`src/rtl/p2s_lane_tx_if.sv`:
```
// rtl/p2s_lane_tx_if.sv - word handshake and serial lane bundle for p2s_lane_tx
interface p2s_lane_tx_if #(
    parameter int WIDTH = 8,
    parameter int LANES = 4
);
    logic                   i_enb;
    logic                   i_dir;
    logic [LANES*WIDTH-1:0] i_d_in;
    logic                   i_valid;
    logic                   o_ready;
    logic [LANES-1:0]       o_s_out;
    logic                   o_frame;

    modport master (
        output i_enb, i_dir, i_d_in, i_valid,
        input  o_ready, o_s_out, o_frame
    );

    modport slave (
        input  i_enb, i_dir, i_d_in, i_valid,
        output o_ready, o_s_out, o_frame
    );
endinterface

```
`src/rtl/p2s_lane_tx.sv`:
```
// rtl/p2s_lane_tx.sv - multi-lane parallel-to-serial transmitter with one-word holding buffer
// Optional feature macro: P2S_PARITY_EN (appends one even-parity bit per lane per word).
module p2s_lane_tx #(
    parameter int WIDTH = 8,
    parameter int LANES = 4
) (
    input  logic          i_clk,
    input  logic          i_rst,
    p2s_lane_tx_if.slave  bus
);
    localparam int CW = $clog2(WIDTH + 1);
`ifdef P2S_PARITY_EN
    localparam int LAST = WIDTH;
`else
    localparam int LAST = WIDTH - 1;
`endif

    typedef enum logic {ST_IDLE, ST_SHIFT} state_t;

    state_t                         r_state;
    logic [LANES-1:0][WIDTH-1:0]    r_hold;
    logic [LANES-1:0][WIDTH-1:0]    r_shift;
    logic                           r_hold_full;
    logic                           r_dir;
    logic [CW-1:0]                  r_cnt;
    logic [LANES-1:0]               r_fill;

    logic                           w_accept;
    logic                           w_last;
    logic                           w_load;
    logic [LANES-1:0]               w_par;
    logic [LANES-1:0]               w_s_out;

    assign bus.o_ready = bus.i_enb & ~r_hold_full;
    assign w_accept    = bus.i_enb & bus.i_valid & ~r_hold_full;
    assign w_last      = (r_cnt == CW'(LAST));
    assign w_load      = r_hold_full & ((r_state == ST_IDLE) | w_last);

    // The shift fill bit becomes the output bit once all data bits have gone out.
`ifdef P2S_PARITY_EN
    always_comb begin
        w_par = '0;
        for (int k = 0; k < LANES; k++) w_par[k] = ^r_hold[k];
    end
`else
    assign w_par = '0;
`endif

    always_ff @(posedge i_clk or posedge i_rst) begin
        if (i_rst) begin
            r_state     <= ST_IDLE;
            r_hold      <= '0;
            r_shift     <= '0;
            r_hold_full <= 1'b0;
            r_dir       <= 1'b1;
            r_cnt       <= '0;
            r_fill      <= '0;
        end else if (bus.i_enb) begin
            if (w_load) begin
                r_shift     <= r_hold;
                r_dir       <= bus.i_dir;
                r_fill      <= w_par;
                r_hold_full <= 1'b0;
                r_cnt       <= '0;
                r_state     <= ST_SHIFT;
            end else if (r_state == ST_SHIFT) begin
                if (w_last) begin
                    r_state <= ST_IDLE;
                    r_cnt   <= '0;
                end else begin
                    for (int k = 0; k < LANES; k++) begin
                        r_shift[k] <= r_dir ? {r_shift[k][WIDTH-2:0], r_fill[k]}
                                            : {r_fill[k], r_shift[k][WIDTH-1:1]};
                    end
                    r_cnt <= r_cnt + CW'(1);
                end
            end
            // Accept needs an empty buffer and load needs a full one, so they never collide.
            if (w_accept) begin
                r_hold      <= bus.i_d_in;
                r_hold_full <= 1'b1;
            end
        end
    end

    always_comb begin
        w_s_out = '0;
        if (r_state == ST_SHIFT) begin
            for (int k = 0; k < LANES; k++)
                w_s_out[k] = r_dir ? r_shift[k][WIDTH-1] : r_shift[k][0];
        end
    end

    assign bus.o_s_out = w_s_out;
    assign bus.o_frame = (r_state == ST_SHIFT);
endmodule

```
`src/flat_wrapper.sv`:
```
// flat-port wrapper written by rule: the top's interface ports become plain ports
module p2s_lane_tx_flat 
#(
    parameter int WIDTH = 8,
    parameter int LANES = 4
)
  (i_clk, i_rst, bus_i_enb, bus_i_dir, bus_i_d_in, bus_i_valid, bus_o_ready, bus_o_s_out, bus_o_frame);
  p2s_lane_tx_if #(.WIDTH(WIDTH), .LANES(LANES)) bus_i ();
  input  logic i_clk;
  input  logic i_rst;
  input wire logic [$bits(bus_i.i_enb)-1:0] bus_i_enb;
  input wire logic [$bits(bus_i.i_dir)-1:0] bus_i_dir;
  input wire logic [$bits(bus_i.i_d_in)-1:0] bus_i_d_in;
  input wire logic [$bits(bus_i.i_valid)-1:0] bus_i_valid;
  output wire logic [$bits(bus_i.o_ready)-1:0] bus_o_ready;
  output wire logic [$bits(bus_i.o_s_out)-1:0] bus_o_s_out;
  output wire logic [$bits(bus_i.o_frame)-1:0] bus_o_frame;
  assign bus_i.i_enb = bus_i_enb;
  assign bus_i.i_dir = bus_i_dir;
  assign bus_i.i_d_in = bus_i_d_in;
  assign bus_i.i_valid = bus_i_valid;
  assign bus_o_ready = bus_i.o_ready;
  assign bus_o_s_out = bus_i.o_s_out;
  assign bus_o_frame = bus_i.o_frame;
  p2s_lane_tx #(.WIDTH(WIDTH), .LANES(LANES)) u_core (.i_clk(i_clk), .i_rst(i_rst), .bus(bus_i));
endmodule
```
`config.mk`:
```
export PLATFORM = sky130hd
export DESIGN_NAME = p2s_lane_tx_flat
export DESIGN_NICKNAME = d
export VERILOG_FILES = /design/src/rtl/p2s_lane_tx_if.sv /design/src/rtl/p2s_lane_tx.sv /design/src/flat_wrapper.sv
export SDC_FILE = /design/constraint.sdc
export NUM_CORES = 1
export LEC_CHECK = 0
export ABC_CLOCK_PERIOD_IN_PS = 6500
export CORE_MARGIN = 1.5
export CORE_UTILIZATION = 50
export CTS_BUF_LIST = sky130_fd_sc_hd__clkbuf_8 sky130_fd_sc_hd__clkbuf_16
export DETAILED_ROUTE_END_ITERATION = 10
export GPL_ROUTABILITY_DRIVEN = 0
export PLACE_DENSITY = 0.78
export SYNTH_ARGS = -nofsm -noshare
export SYNTH_HDL_FRONTEND = slang
export SYNTH_SLANG_ARGS = --single-unit
```
`constraint.sdc`:
```
create_clock -name i_clk -period 6.5 [get_ports i_clk]
set_input_delay 1.625 -clock i_clk [delete_from_list [all_inputs] [get_ports i_clk]]
set_output_delay 1.625 -clock i_clk [all_outputs]
set_load 0.02 [all_outputs]
```
# Word-level counts from Yosys, hierarchy flattened
# Cells that the tools add are included.
op_classes:
  n_reduce_logical: 7
  n_eq_ne: 2
  add_sub_neg: 1
  muxes: 20
  bitwise: 7
op_table:
  columns: ["operator", "n"]
  rows:
  - ["32-bit two-way mux", 3]
  - ["8-bit two-way mux", 4]
  - ["4-bit two-way mux", 4]
  - ["1-bit two-way mux", 9]
  - ["2-bit AND reduction", 4]
  - ["4-bit by 1-bit adder with 4-bit output (second input constant)", 1]
  - ["1-bit bitwise AND", 4]
  - ["4-bit by 3-bit equality test with 1-bit output (second input constant)", 1]
  - ["2-bit nonzero test", 2]
  - ["3-bit AND reduction", 1]
  - ["2-bit != test (second input constant)", 1]
  - ["1-bit inverter", 2]
  - ["1-bit OR", 1]
word_totals:
  wordCells: 49
  out_inout_bits: 6
  in_bits: 37
  regBits: 71

# Longest topological paths before layout
logic_depth:
  depth_word: 5
  depth_mapped: 7
  depth_no_buf: 4

# Least setup slack after synthesis
# No wires, ideal clock.
synth_path:
  path_kind: "input to output"
  from: "input bus_i_enb"
  to: "output bus_o_ready"
  cell_stages: 2
  arrival_time_ps: 1947
  t_required_ps: 4875
  path_slack_ps: 2928
  path_cell_list: "inv_1 > nor2_1"
synth_between:
  elab_chain_len: 1
synth_lines:
  columns: ["element", "line_no", "source"]
  rows:
  - ["start, declared", "flat_wrapper.sv:11", "input wire logic [$bits(bus_i.i_enb)-1:0] bus_i_enb;"]
  - ["1-bit bitwise AND", "p2s_lane_tx.sv:34", "assign bus.o_ready = bus.i_enb & ~r_hold_full;"]
  - ["end, declared", "flat_wrapper.sv:15", "output wire logic [$bits(bus_i.o_ready)-1:0] bus_o_ready;"]
# Every way passes these cells.

# Worst setup path in the final report
# Same ends and word-level chain as after synthesis.

==> impl_metrics.py <==
metrics = {
    "outcome": {
        "status": "finished clean",
    },
    "sta": {
        "finalCriticalPeriod_ns": 4.69,
        "finalCritPeriodShare_pct": 72.1,
        "worst_pin_slew_ns": 1.04,
        "rsz0062_at_grt": "false",
        "fmax_ghz": 0.213,
        "fin_ws_ns": 1.81,
        "skew_ns": 0.0115,
        "hold_viol": 0,
        "fin_setup_tns_ns": 0,
        "setup_violations": 0,
        "slew_headroom_pct": 30.7,
        "maxSlewViolCount": 0,
    },
    "placement": {
        "dpl_cell_area_sq_um": 3750,
        "dp_slack_ns": 1.82,
        "hpwl_microns": 4060,
        "io_buffer_count": 42,
    },
    "power_and_ir_drop": {
        "p_leak_nw": 1.66,
        "cellInternalPower_w": 0.00120,
        "combPwrFrac_pct": 31.5,
        "pwr-share-seq_pct": 48.5,
        "switchingPower_w": 0.000558,
        "p_sw_share_pct": 31.8,
        "power_density_nw_per_um2": 444,
        "ir_worst_vdd_mv": 0.248,
        "power.share.clock_pct": 20.0,
    },
    "finish": {
        "design_area_sq_um": 3950,
        "areaGrowthSynthToFinish_pct": 18.8,
        "antenna_cells": 0,
        "final_common_cell": "dfrtp_1",
        "drive_gt1_share_pct": 28.2,
        "final_cell_mix": "70 x dfrtp_1, 42 x clkdlybuf4s50_1, 34 x mux2_2, 28 x mux2i_1, 26 x nand3_1",
        "nNetsFinal": 327,
    },
    "clock_network": {
        "cts_resized": 0,
        "cts_setup_buffers": 0,
        "tritoncts": "done",
        "cts_buffers": 9,
        "path_clk_slew_ns": 0.07,
        "clockBufferDepth": 2,
        "cts_hold_buf": 0,
        "clk_latency_ns": 0.35,
        "h-tree-depth": 3,
        "clockRootBuffer": "clkbuf_8",
        "cts_num_sinks": 71,
    },
    "setup_path": {
        "worstSetupPathType": "input pin to output port",
        "required_ns": 4.88,
        "crit_slowest_cell": "clkdlybuf4s50_1",
        "path_common_cell": "clkdlybuf4s50_1",
        "critical_path.cell_chain": "clkdlybuf4s50_1 > inv_1 > nor2_1 > clkdlybuf4s50_1",
        "cp-end-kind": "output port",
        "cpPeakStageDelay_ns": 0.62,
        "cp_max_fo": 8,
        "cp-start-kind": "input pin",
        "arrival_ns": 3.06,
    },
    "min_path": {
        "hold_path.class": "flip-flop to flip-flop",
    },
    "synthesis": {
        "async_reset_ff_share_pct": 100,
        "synthTopCellsByArea": "dfrtp_1 53%, mux2_2 12%, mux2i_1 8.4%, o221a_2 7.8%, nand3_1 3.9%",
        "synth_edf_count": 0,
        "syn-instance-count": 253,
        "netlist_area_sq_um": 3330,
        "synth_ff_type": "dfrtp_1",
        "yosysWarnings": 0,
        "synth_cell_types": 30,
        "ys_ff_latch": 71,
        "yosys.area.top_type_share_pct": 52.7,
        "netlist.top_cell.by_area": "dfrtp_1",
        "syn_avg_cell_area_sq_um": 13.1,
        "synth_fp_nets": 291,
        "yosysSeqAreaShare_pct": 53.5,
    },
    "route": {
        "avgRoutedWirePerCell_microns": 17.7,
        "finalWirelength_microns": 6590,
        "postRouteAntennaNets": 0,
        "drt_first_iter_violations": 112,
        "drc": 0,
        "vias_per_cell": 5.98,
        "first_pass_iters": 4,
        "vias": 2220,
    },
    "global_routing": {
        "grt_max_degree": 72,
        "grt-ovfl-total": 0,
        "grt_usage_pct": 19.6,
        "antenna_found_initial": 0,
        "grt_pass1_wl_microns": 10900,
        "grt_pass1_vias": 2153,
    },
    "die": {
        "io_pins": 43,
        "rows": 29,
        "dieArea_sq_um": 7150,
        "initial_core_util_pct": 52.1,
        "core-area_sq_um": 6390,
        "fp.dieW_microns": 84.6,
        "die_y_microns": 84.6,
    },
    "job": {
        "drv_cap": 0,
    },
}
==> worst paths after layout <==
check / startpoint / end / slack (ns) / cells past startpoint
setup / recovery: bus_i_enb / bus_o_ready / 1.81 / 4
min in group asynchronous: i_rst / u_core.r_shift[18] / 1.86 / 3
max in group asynchronous: i_rst / u_core.r_shift[27] / 4.07 / 3
setup reg to reg: u_core.r_cnt[0] / u_core.r_shift[18] / 4.15 / 4
hold reg to reg: u_core.r_hold[15] / u_core.r_shift[15] / 0.50 / 1
hold / removal: u_core.r_hold[15] / u_core.r_shift[15] / 0.50 / 1
==> power groups by stage <==
stage / logic [W] / registers [W] / clock network, W
after CTS: 0.000558 / 0.000850 / 0.000361
after detailed placement: 0.000555 / 0.000855 / 0
final: 0.000552 / 0.000851 / 0.000352
after global placement: 0.000537 / 0.000851 / 0
after global routing: 0.000605 / 0.000878 / 0.000383
after floorplan: 0.000492 / 0.000753 / 0
==> sequential cells by signal, indices dropped and copies added (netlist names) <==
name,flops
u_core.r_shift,32
u_core.bus.o_frame,1
u_core.r_dir,1
u_core.r_hold_full,1
u_core.r_cnt,4
u_core.r_hold,32
==> per-stage QoR <==
| stage | power (W) | cells | hold slack [ns] | util [%] |
|---|---|---|---|---|
| after floorplan | 0.00125 | 253 | 0.466 | - |
| after global placement | 0.00139 | 355 | 0.486 | 58.8 |
| after detailed placement | 0.00141 | 355 | 0.495 | 58.8 |
| after CTS | 0.00177 | 371 | 0.506 | 61.9 |
| after global routing | 0.00187 | 371 | 0.533 | 61.9 |
| final | 0.00176 | 371 | 0.501 | 61.9 |
==> kinds of logic after synthesis <==
logic type	Yosys count	share of synthesized area [%]
compound gates	42	12.9
buf+inv	24	3.76
fa+ha+maj	1	0.376
flops	71	53.5
mux	62	19.9
simple gates	53	9.56
==> routing by layer <==
metal | global-route usage (%) | share of wire, % | vias up | routed length (microns)
met5 | 0 | 0 | - | 0
met4 | 7.48 | 1.7 | 0 | 115
met3 | 4.82 | 3.7 | 11 | 242
met2 | 30.4 | 48 | 47 | 3130
met1 | 26.9 | 47 | 1121 | 3100
li1 | - | - | 1041 | -
==> Yosys cell counts (2+ instances only) <==
cell,instances
o221a_2,23
buf_4,4
a221o_1,8
buf_2,16
nand2_1,6
and4b_1,4
mux2i_1,28
nor2b_1,5
nor2_1,2
o21ai_0,3
mux2_2,34
and4_1,4
inv_1,4
nand3_1,26
dfrtp_1,70
nand3b_1,2
==> critical path: cells and delay by family <==
kind	cells	cell delay [ns]
buffers and inverters	3	1.32
and+or+nand+nor	1	0.12
==> final cells by class <==
type / count / area, sq um
fill: 518 / 2430
sequential: 71 / 1780
multi-input combinational: 158 / 1420
timing repair buffer: 45 / 443
clock buffer: 10 / 138
tap: 77 / 96.3
clock inverter: 6 / 60.1
inverter: 4 / 15.0
(Power assumes the default switching activity.)
